===== config.mk =====
export PLATFORM = sky130hd
export DESIGN_NAME = adder_scan_display_flat
export DESIGN_NICKNAME = d
export VERILOG_FILES = /design/src/rtl/adder_display_pkg.sv /design/src/rtl/adder_scan_display_if.sv /design/src/rtl/seg7_decode.sv /design/src/rtl/adder_scan_display.sv /design/src/flat_wrapper.sv
export SDC_FILE = /design/constraint.sdc
export NUM_CORES = 1
export LEC_CHECK = 0
export ABC_AREA = 1
export CORE_ASPECT_RATIO = 1.1
export CORE_MARGIN = 2
export CORE_UTILIZATION = 45
export DETAILED_ROUTE_END_ITERATION = 8
export PLACE_DENSITY_LB_ADDON = 0.08
export REMOVE_ABC_BUFFERS = 1
export SYNTH_ARGS = -nofsm -noshare
export SYNTH_HDL_FRONTEND = slang
export SYNTH_SLANG_ARGS = --single-unit

===== constraint.sdc =====
create_clock -name clk -period 5.7 [get_ports clk]
set_clock_uncertainty 0.15 [all_clocks]
set_input_delay 1.425 -clock clk [delete_from_list [all_inputs] [get_ports clk]]
set_output_delay 1.425 -clock clk [all_outputs]
set_load 0.01 [all_outputs]

===== src/rtl/adder_display_pkg.sv =====
// Shared types and constants for the adder_scan_display block.
// Holds the controller state encoding, the active-low seven-segment glyphs
// ({g,f,e,d,c,b,a}), and small elaboration-time helpers for sizing.
package adder_display_pkg;

    typedef enum logic [1:0] {
        IDLE   = 2'd0,
        CONV   = 2'd1,
        UPDATE = 2'd2
    } state_e;

    localparam logic [6:0] SEG_BLANK = 7'b1111111;
    localparam logic [6:0] SEG_DASH  = 7'b0111111;

    localparam logic [6:0] SEG_0 = 7'b1000000;
    localparam logic [6:0] SEG_1 = 7'b1111001;
    localparam logic [6:0] SEG_2 = 7'b0100100;
    localparam logic [6:0] SEG_3 = 7'b0110000;
    localparam logic [6:0] SEG_4 = 7'b0011001;
    localparam logic [6:0] SEG_5 = 7'b0010010;
    localparam logic [6:0] SEG_6 = 7'b0000010;
    localparam logic [6:0] SEG_7 = 7'b1111000;
    localparam logic [6:0] SEG_8 = 7'b0000000;
    localparam logic [6:0] SEG_9 = 7'b0010000;

    // Width of the packed BCD register for a given digit count.
    function automatic int unsigned bcd_width(input int unsigned digits);
        return 4 * digits;
    endfunction

    // 10**n as a 64-bit value; used for the overflow threshold.
    function automatic logic [63:0] pow10(input int unsigned n);
        logic [63:0] r;
        r = 64'd1;
        for (int unsigned i = 0; i < n; i++) begin
            r = r * 64'd10;
        end
        return r;
    endfunction

endpackage


===== src/rtl/adder_scan_display_if.sv =====
// Operand/display bundle for adder_scan_display.
//   A, B, CI, load : operands and capture strobe (driven by master)
//   seg            : active-low segments {g..a}
//   an             : active-low anode enables, an[0] = least-significant digit
//   busy           : conversion in progress
//   overflow       : last captured sum does not fit in DIGITS decimal digits
interface adder_scan_display_if #(
    parameter int unsigned WIDTH  = 4,
    parameter int unsigned DIGITS = 4
);
    logic [WIDTH-1:0]  A;
    logic [WIDTH-1:0]  B;
    logic              CI;
    logic              load;
    logic [6:0]        seg;
    logic [DIGITS-1:0] an;
    logic              busy;
    logic              overflow;

    modport master (
        output A, B, CI, load,
        input  seg, an, busy, overflow
    );

    modport slave (
        input  A, B, CI, load,
        output seg, an, busy, overflow
    );
endinterface


===== src/rtl/seg7_decode.sv =====
// BCD nibble to active-low seven-segment pattern {g,f,e,d,c,b,a}.
//   bcd_i : BCD digit 0..9
//   seg_o : segment pattern; codes above 9 decode to blank
module seg7_decode
    import adder_display_pkg::*;
(
    input  logic [3:0] bcd_i,
    output logic [6:0] seg_o
);

    always_comb begin
        seg_o = SEG_BLANK;
        case (bcd_i)
            4'd0:    seg_o = SEG_0;
            4'd1:    seg_o = SEG_1;
            4'd2:    seg_o = SEG_2;
            4'd3:    seg_o = SEG_3;
            4'd4:    seg_o = SEG_4;
            4'd5:    seg_o = SEG_5;
            4'd6:    seg_o = SEG_6;
            4'd7:    seg_o = SEG_7;
            4'd8:    seg_o = SEG_8;
            4'd9:    seg_o = SEG_9;
            default: seg_o = SEG_BLANK;
        endcase
    end

endmodule


===== src/rtl/adder_scan_display.sv =====
// Registers A+B+CI on a load strobe, converts the sum to BCD with a
// sequential double-dabble, and scans the result onto a multiplexed
// common-anode seven-segment display.
//   clk  : system clock
//   rst  : asynchronous active-high reset
//   bus  : slave side of adder_scan_display_if (operands, load, seg/an,
//          busy, overflow)
module adder_scan_display
    import adder_display_pkg::*;
#(
    parameter int unsigned WIDTH       = 4,
    parameter int unsigned DIGITS      = 4,
    parameter int unsigned REFRESH_DIV = 100000,
    parameter bit          LZ_BLANK    = 1'b1
) (
    input  logic                 clk,
    input  logic                 rst,
    adder_scan_display_if.slave  bus
);

    localparam int unsigned SumW = WIDTH + 1;
    localparam int unsigned BcdW = bcd_width(DIGITS);
    localparam int unsigned ShW  = BcdW + SumW;
    localparam int unsigned CntW = $clog2(SumW + 1);
    localparam int unsigned RefW = $clog2(REFRESH_DIV);
    localparam int unsigned IdxW = (DIGITS > 1) ? $clog2(DIGITS) : 1;
    localparam logic [63:0] OvfLimit = pow10(DIGITS);

    // Controller / converter state
    state_e            state_q, state_d;
    logic [ShW-1:0]    shift_q, shift_d;
    logic [CntW-1:0]   step_q, step_d;
    logic              ovf_pend_q, ovf_pend_d;
    logic              ovf_q, ovf_d;
    logic [BcdW-1:0]   disp_q, disp_d;
    logic              valid_q, valid_d;

    // Scanner state
    logic [RefW-1:0]   ref_q, ref_d;
    logic [IdxW-1:0]   idx_q, idx_d;
    logic [6:0]        seg_q, seg_d;
    logic [DIGITS-1:0] an_q, an_d;

    logic [SumW-1:0]   sum;
    logic [ShW-1:0]    dd_next;
    logic [3:0]        cur_nib;
    logic [6:0]        dec_seg;
    logic [IdxW-1:0]   msd;

    assign sum = SumW'(bus.A) + SumW'(bus.B) + SumW'(bus.CI);

    // One double-dabble step: correct every BCD nibble >= 5, then shift.
    always_comb begin
        logic [ShW-1:0] adj;
        adj = shift_q;
        for (int i = 0; i < int'(DIGITS); i++) begin
            if (shift_q[SumW + 4*i +: 4] >= 4'd5) begin
                adj[SumW + 4*i +: 4] = shift_q[SumW + 4*i +: 4] + 4'd3;
            end
        end
        dd_next = adj << 1;
    end

    // Capture / convert / publish controller.
    always_comb begin
        state_d    = state_q;
        shift_d    = shift_q;
        step_d     = step_q;
        ovf_pend_d = ovf_pend_q;
        ovf_d      = ovf_q;
        disp_d     = disp_q;
        valid_d    = valid_q;
        unique case (state_q)
            IDLE: begin
                if (bus.load) begin
                    shift_d    = {{BcdW{1'b0}}, sum};
                    ovf_pend_d = (64'(sum) >= OvfLimit);
                    step_d     = '0;
                    state_d    = CONV;
                end
            end
            CONV: begin
                shift_d = dd_next;
                step_d  = step_q + CntW'(1);
                if (step_q == CntW'(SumW - 1)) begin
                    state_d = UPDATE;
                end
            end
            UPDATE: begin
                disp_d  = shift_q[ShW-1 -: BcdW];
                valid_d = 1'b1;
                ovf_d   = ovf_pend_q;
                state_d = IDLE;
            end
            default: state_d = IDLE;
        endcase
    end

    // Refresh counter and digit index.
    always_comb begin
        ref_d = ref_q + RefW'(1);
        idx_d = idx_q;
        if (ref_q == RefW'(REFRESH_DIV - 1)) begin
            ref_d = '0;
            idx_d = (idx_q == IdxW'(DIGITS - 1)) ? '0 : idx_q + IdxW'(1);
        end
    end

    // Nibble under the current index, and the most-significant nonzero digit
    // (stays 0 for an all-zero value so digit 0 always shows).
    always_comb begin
        cur_nib = '0;
        msd     = '0;
        for (int i = 0; i < int'(DIGITS); i++) begin
            if (idx_q == IdxW'(i)) begin
                cur_nib = disp_q[4*i +: 4];
            end
            if (disp_q[4*i +: 4] != 4'd0) begin
                msd = IdxW'(i);
            end
        end
    end

    seg7_decode u_seg7_decode (
        .bcd_i (cur_nib),
        .seg_o (dec_seg)
    );

    // seg and an are registered together from the same index so they never skew.
    always_comb begin
        if (!valid_q) begin
            seg_d = SEG_BLANK;
        end else if (ovf_q) begin
            seg_d = SEG_DASH;
        end else if (LZ_BLANK && (idx_q > msd)) begin
            seg_d = SEG_BLANK;
        end else begin
            seg_d = dec_seg;
        end
        an_d = ~(DIGITS'(1) << idx_q);
    end

    always_ff @(posedge clk or posedge rst) begin
        if (rst) begin
            state_q    <= IDLE;
            shift_q    <= '0;
            step_q     <= '0;
            ovf_pend_q <= 1'b0;
            ovf_q      <= 1'b0;
            disp_q     <= '0;
            valid_q    <= 1'b0;
            ref_q      <= '0;
            idx_q      <= '0;
            seg_q      <= SEG_BLANK;
            an_q       <= '1;
        end else begin
            state_q    <= state_d;
            shift_q    <= shift_d;
            step_q     <= step_d;
            ovf_pend_q <= ovf_pend_d;
            ovf_q      <= ovf_d;
            disp_q     <= disp_d;
            valid_q    <= valid_d;
            ref_q      <= ref_d;
            idx_q      <= idx_d;
            seg_q      <= seg_d;
            an_q       <= an_d;
        end
    end

    assign bus.seg      = seg_q;
    assign bus.an       = an_q;
    assign bus.busy     = (state_q != IDLE);
    assign bus.overflow = ovf_q;

endmodule


===== src/flat_wrapper.sv =====
// flat-port wrapper written by rule: the top's interface ports become plain ports
module adder_scan_display_flat import adder_display_pkg::*;
#(
    parameter int unsigned WIDTH       = 4,
    parameter int unsigned DIGITS      = 4,
    parameter int unsigned REFRESH_DIV = 100000,
    parameter bit          LZ_BLANK    = 1'b1
)
  (clk, rst, bus_A, bus_B, bus_CI, bus_load, bus_seg, bus_an, bus_busy, bus_overflow);
  adder_scan_display_if #(.WIDTH(WIDTH), .DIGITS(DIGITS)) bus_i ();
  input  logic clk;
  input  logic rst;
  input wire logic [$bits(bus_i.A)-1:0] bus_A;
  input wire logic [$bits(bus_i.B)-1:0] bus_B;
  input wire logic [$bits(bus_i.CI)-1:0] bus_CI;
  input wire logic [$bits(bus_i.load)-1:0] bus_load;
  output wire logic [$bits(bus_i.seg)-1:0] bus_seg;
  output wire logic [$bits(bus_i.an)-1:0] bus_an;
  output wire logic [$bits(bus_i.busy)-1:0] bus_busy;
  output wire logic [$bits(bus_i.overflow)-1:0] bus_overflow;
  assign bus_i.A = bus_A;
  assign bus_i.B = bus_B;
  assign bus_i.CI = bus_CI;
  assign bus_i.load = bus_load;
  assign bus_seg = bus_i.seg;
  assign bus_an = bus_i.an;
  assign bus_busy = bus_i.busy;
  assign bus_overflow = bus_i.overflow;
  adder_scan_display #(.WIDTH(WIDTH), .DIGITS(DIGITS), .REFRESH_DIV(REFRESH_DIV), .LZ_BLANK(LZ_BLANK)) u_core (.clk(clk), .rst(rst), .bus(bus_i));
endmodule

==> summary.md, run 1 <==
| Metric | Value |
|---|---|
| Status | `completed` |
| Post-synth EDFFs | `0` |
| Avg Synthesized Cell Area | `8.49 µm²` |
| Synth Flop Type | `dfrtp_1` |
| Power Density | `444 nW/µm²` |
| Post-synthesis cell type count | `40` |
| Max Fclk | `314 MHz` |
| Placed insts | `583` |
| RSZ-0062 raised after global routing | `false` |
| Post-synth top cells | `83 x nand2_1, 70 x inv_1, 62 x dfrtp_1` |
| Die span in y | `101 µm` |
| FF+latch count, synth | `73` |
| Initial Util | `46.4%` |
| LEAKAGE | `2.14 nW` |
| Clock Tree Root | `clkbuf_8` |
| Share of layout cells above drive strength 1 | `11.5%` |
| CP endpoint | `u_core.shift_q[4]` |
| CTS tree | `built` |
| CP startpoint kind | `primary input` |
| Post-synthesis cell count | `457` |
| Routed wire per std cell | `11.9 µm` |
| Ports | `25` |
| Setup TNS | `0 ns` |
| Vias in the first global route | `2849` |
| Largest net degree at the start of global routing | `42` |
| Crit Reg-Reg Endpoint | `u_core.shift_q[8]` |
| Die area | `9380 µm²` |
| Global placer's final weighted congestion | `0.797` |
| R2r startpoint | `u_core.state_q[0]` |
| Max FO, Critical Path | `2` |
| Hold WC Path Type | `reg -> reg` |
| Reg clk slew, reported paths | `0.08 ns` |
| Tightest Pin Transition | `0.893 ns` |
| GR Util met3 | `4.02%` |
| Die X-Extent | `92.5 µm` |
| Final Hold Vio Count | `0` |
| CP startpoint | `bus_CI` |
| # resized after CTS | `0` |
| Vias/cell | `4.91` |
| Core Area | `8360 µm²` |
| Clock Path Buffers | `2` |
| Worst Setup Slack, final | `2.52 ns` |
| Total global-route track usage | `16.9%` |
| # nets final | `518` |
| Relative slew slack | `40.3%` |
| Endpoints failing setup | `0` |
| Arrival time of the worst setup path | `3.29 ns` |
| PortBufs | `23` |
| Most used routing layer | `met2` |
| Synth-to-Final Area Change | `12.8%` |
| Tcrit/Tclk final | `55.8%` |
| Worst vdd ir | `0.000226 V` |
| Dpl hpwl | `5.12 mm` |
| First-pass GRT wire length | `12.6 mm` |
| Antenna violations before repair | `0` |
| Most frequent cell after synthesis | `nand2_1` |
| Synth Cell Area | `3880 µm²` |
| Critical path type | `in -> reg` |
| Met2 Use GR | `28.5%` |
| Antenna diode count | `0` |
| Clock Latency Late Sink | `0.36 ns` |
| Number of routed nets with antenna violations | `0` |
| Finished Layout Cells | `599` |
| Synth Warn # | `0` |
| Worst r2r path cells | `7` |
| Slew Limit Fails | `0` |
| Post-synth ARST share | `100%` |
| Period minus WS final | `3.18 ns` |
| Overflow after GRT | `0` |
| Synth top area share | `40.0%` |
| CTS H-tree depth | `3` |
| Post-synthesis sequential area ratio | `47.4%` |
| Rows | `35` |
| First-pass DRT Iterations | `4` |
| DR vias | `2943` |
| Register-to-register setup slack | `3.32 ns` |
| Worst EP required | `5.81 ns` |
| Area contributors post-synth | `dfrtp_1 40%, nand2_1 8.0%, o21ai_0 7.6%, dfstp_2 7.4%, ha_1 6.8%` |
| Initial DRC Count | `111` |
| Num CTS Buffers | `9` |
| GR Util met1 | `21.3%` |
| Layout Utilization | `52.3%` |
| Max cap viols | `0` |
| Total Wirelength | `7.10 mm` |
| Worst setup EP type | `flop` |
| Setup WS pre-CTS | `2.15 ns` |
| Clock sinks | `73` |
| Synth area leader | `dfrtp_1` |
| Remaining DRCs | `0` |
| Hold Buf Count CTS | `0` |
| Post-CTS setup buffer count | `0` |
==> stage by stage <==
step	hold slack (ns)	power [W]	area, µm²
floorplan	0.278	0.00137	3830
global placement	0.295	0.00158	4210
detailed placement	0.297	0.00160	4210
CTS	0.312	0.00197	4380
global route	0.344	0.00213	4380
finish	0.310	0.00194	4380
==> power by group <==
part / internal, W / total [W] / switching, W
clock network: 0.000158 / 0.000359 / 0.000201
logic: 0.000299 / 0.000788 / 0.000489
registers: 0.000702 / 0.000796 / 0.0000936
total: 0.00116 / 0.00194 / 0.000783
==> how the worst min path moves through the flow <==
stage                               start               to  cells past startpoint
after global routing      u_core.ref_q[0]  u_core.ref_q[0]                      1
after global placement     u_core.valid_q   u_core.valid_q                      2
after floorplan           u_core.ref_q[0]  u_core.ref_q[0]                      1
after CTS                 u_core.ref_q[0]  u_core.ref_q[0]                      1
final                      u_core.valid_q   u_core.valid_q                      2
after detailed placement   u_core.valid_q   u_core.valid_q                      2
==> layout by cell type, fill, tap and decap left out, types with 3 or more instances in the layout <==
cell type and n:
xor2_1 7, nor2_4 3, inv_2 11, nor3_1 5
clkdlybuf4s50_1 23, nor2_1 22, o21ai_1 12, nand2_1 83
dfrtp_1 62, a31oi_1 3, o21ai_0 59, nor4_1 3
nand2_2 3, a21oi_1 21, dfstp_2 11, nand3b_1 3
nand3_1 15, nand4_1 7, clkbuf_8 9, inv_1 69
nor2_2 4, clkinvlp_4 4, xnor2_1 3, ha_1 21
==> layout make-up <==
cell class | count | area [µm²]
Clock buffer | 10 | 128
Multi-Input combinational cell | 294 | 1680
Tap cell | 111 | 139
Clock inverter | 6 | 43.8
Inverter | 81 | 309
Sequential cell | 73 | 1840
Timing Repair Buffer | 24 | 238
Fill cell | 807 | 3990
==> cell families after synthesis <==
logic type,count (synthesis),share of synthesized area (%)
fa+ha+maj,23,7.80
compound gates,105,14.9
xor+xnor,10,2.26
other cells,1,0.0967
simple gates,155,18.3
flops,73,47.4
buf+inv,90,9.26
==> sequential cells by signal, summed over array words and instances (netlist names) <==
register / count
u_core.disp_q: 16
u_core.state_q: 2
u_core.valid_q: 1
u_core.idx_q: 2
u_core.ref_q: 17
u_core.shift_q: 21
u_core.bus.seg: 7
u_core.step_q: 3
u_core.bus.an: 4
==> layer usage <==
metal	wire (µm)	part of all wire, %
met2	3370	47
met4	103	1.4
met3	255	3.6
met1	3370	47
met5	0	0
==> critical path, cell delays in order <==
cell and delay (ns):
clkdlybuf4s50_1 0.45, inv_1 0.05, fa_1 0.45, fa_1 0.41
o21ai_0 0.17, nand2_1 0.07, a21oi_1 0.12, o21ai_1 0.07
o21ai_0 0.07
Power figures use the tool's default switching activity.
==> inputs of run 2 (changes only) <==
- clock period: 5.7 -> 3.26 ns (I/O delays scaled with it)
==> run 2 against run 1 <==
Net effect:
- worst hold slack got worse by 0.0051 ns
- global-route usage about the same
- largest cell class unchanged
- first-iteration DRC count increased by 14%
- final area increased by 1.8%
- total power increased by 86%
- register-to-register slack got worse by 2.4 ns
- via count increased by 0.58%
- critical path depth unchanged
- clock power increased by 120%
- sequential share of layout area decreased by 0.74 points
==> summary.md, run 2 (synthesized netlist as in run 1, its figures left out) <==
| Metric | Value |
|---|---|
| Relative slew slack | `41.7% (+1.3 points)` |
| Core Area | `8360 µm² (unchanged)` |
| Max Fclk | `382 MHz` |
| Clock Tree Root | `clkbuf_8` |
| Die area | `9380 µm² (unchanged)` |
| Num CTS Buffers | `9 (unchanged)` |
| Critical path type | `in -> reg` |
| Die span in y | `101 µm (unchanged)` |
| Setup TNS | `0 ns (unchanged)` |
| R2r startpoint | `u_core.idx_q[0]` |
| Total global-route track usage | `16.9% (about the same)` |
| Rows | `35 (unchanged)` |
| Worst EP required | `3.36 ns (-2.45 ns)` |
| Hold Buf Count CTS | `0 (unchanged)` |
| Reg clk slew, reported paths | `0.07 ns (about the same)` |
| Placed insts | `584 (+0.17%)` |
| # nets final | `519 (+0.19%)` |
| LEAKAGE | `2.19 nW (+2.0%)` |
| Worst vdd ir | `0.000430 V (+90%)` |
| Slew Limit Fails | `0 (unchanged)` |
| CP startpoint kind | `primary input` |
| Most common cell after layout, fill and taps aside | `nand2_1` |
| Most frequent cells in the layout | `83 x nand2_1, 69 x inv_1, 62 x dfrtp_1` |
| RSZ-0062 raised after global routing | `false` |
| PortBufs | `23 (unchanged)` |
| First-pass DRT Iterations | `4 (unchanged)` |
| Top flop regs | `u_core.shift_q x21, u_core.ref_q x17, u_core.disp_q x16` |
| Initial Util | `46.4% (unchanged)` |
| Synth-to-Final Area Change | `14.9%` |
| CTS tree | `built` |
| Antenna violations before repair | `0 (unchanged)` |
| Power Density | `809 nW/µm² (+82%)` |
| CTS H-tree depth | `3 (unchanged)` |
| Post-CTS setup buffer count | `0 (unchanged)` |
| Max cap viols | `0 (unchanged)` |
| Register-to-register setup slack | `0.94 ns (-2.38 ns)` |
| Layout Utilization | `53.3% (+0.94 points)` |
| Clock Path Buffers | `2 (unchanged)` |
| Endpoints failing setup | `0 (unchanged)` |
| Remaining DRCs | `0 (unchanged)` |
| Dpl hpwl | `5.05 mm (-1.3%)` |
| Number of routed nets with antenna violations | `0 (unchanged)` |
| Initial DRC Count | `126 (+14%)` |
| Finished Layout Cells | `600 (+0.17%)` |
| Worst r2r path cells | `12 (+5)` |
| Share of layout cells above drive strength 1 | `11.7% (+0.18 points)` |
| Routed wire per std cell | `12.0 µm (+1.0%)` |
| Vias in the first global route | `2902 (+1.9%)` |
| Vias/cell | `4.93 (+0.41%)` |
| Arrival time of the worst setup path | `2.72 ns (-0.57 ns)` |
| First-pass GRT wire length | `12.6 mm (-0.10%)` |
| Tcrit/Tclk final | `80.4%` |
| # resized after CTS | `0 (unchanged)` |
| CP startpoint | `bus_CI` |
| DR vias | `2960 (+0.58%)` |
| Clock sinks | `73 (unchanged)` |
| Overflow after GRT | `0 (unchanged)` |
| Max FO, Critical Path | `2 (unchanged)` |
| Most flops, register | `u_core.shift_q` |
| Status | `completed` |
| Total Wirelength | `7.19 mm (+1.2%)` |
| CP endpoint | `u_core.shift_q[4]` |
| Die X-Extent | `92.5 µm (unchanged)` |
| Largest net degree at the start of global routing | `74 (+76%)` |
| Post-route cell area | `4460 µm² (+1.8%)` |
| Crit Reg-Reg Endpoint | `u_core.bus.seg[3]` |
| Hold WC Path Type | `reg -> reg` |
| Period minus WS final | `2.62 ns` |
| Antenna diode count | `0 (unchanged)` |
| Ports | `25 (unchanged)` |
| Placed Area | `4230 µm² (+0.48%)` |
| Clock Latency Late Sink | `0.34 ns (-0.02 ns)` |
| Worst setup EP type | `flop` |
| Final Hold Vio Count | `0 (unchanged)` |
| Tightest Pin Transition | `0.873 ns (-0.0201 ns)` |
| Global placer's final weighted congestion | `0.796 (-0.15%)` |
| Max reg flops | `21 (unchanged)` |
[run 2: cell types whose count changed in the layout (fill, tap and decap cells not counted)]
cell        before  now
clkinv_2         1    0
inv_6            1    0
buf_12           0    1
bufinv_16        0    2
clkbuf_8         9   11
clkinvlp_4       4    2
[run 2: area by class of cell]
type	instances	area, µm²
well taps	111	139
fillers	791	3910
flip-flops and latches	73	1840
inverters	81	309
clock buffers	12	155
clock inverters	4	75.1
multi-input cells	294	1680
repair buffers	25	258
[run 2: stage by stage]
stage / total power (W) / hold WS, ns / setup WS (ns)
3_5_place_dp: 0.00282 / 0.301 / 0.342
4_1_cts: 0.00365 / 0.311 / 0.654
3_3_place_gp: 0.00277 / 0.298 / 0.355
6_report: 0.00360 / 0.305 / 0.640
5_1_grt: 0.00393 / 0.331 / 0.502
2_1_floorplan: 0.00239 / 0.278 / 0.460
[run 2: how the worst min path moves through the flow]
stage	start	to	slack, ns	cells past startpoint
after detailed placement	u_core.ref_q[0]	u_core.ref_q[0]	0.30	1
after floorplan	u_core.ref_q[0]	u_core.ref_q[0]	0.28	1
after CTS	u_core.ref_q[0]	u_core.ref_q[0]	0.31	1
after global routing	u_core.ref_q[0]	u_core.ref_q[0]	0.33	1
final	u_core.ref_q[0]	u_core.ref_q[0]	0.30	1
after global placement	u_core.ref_q[0]	u_core.ref_q[0]	0.30	1
[run 2: where the power goes]
part	leakage (nW)	internal [W]	switching, W
registers	0.903	0.00123	0.000171
logic	1.17	0.000535	0.000867
clock network	0.109	0.000473	0.000331
[run 2: critical path, stage by stage]
cell             delay [ns]
clkdlybuf4s50_1        0.45
inv_1                  0.05
fa_1                   0.45
fa_1                   0.41
o21ai_0                0.17
nand2_1                0.07
a21oi_1                0.12
o21ai_1                0.09
o21ai_0                0.10
[run 2: per-layer routing]
layer	track usage, %	part of all wire (%)	up-vias
met4	8.15	1.3	0
met1	20.7	48	1388
met2	28.4	49	39
met3	3.94	2.5	7
met5	0	0	-
li1	-	-	1526
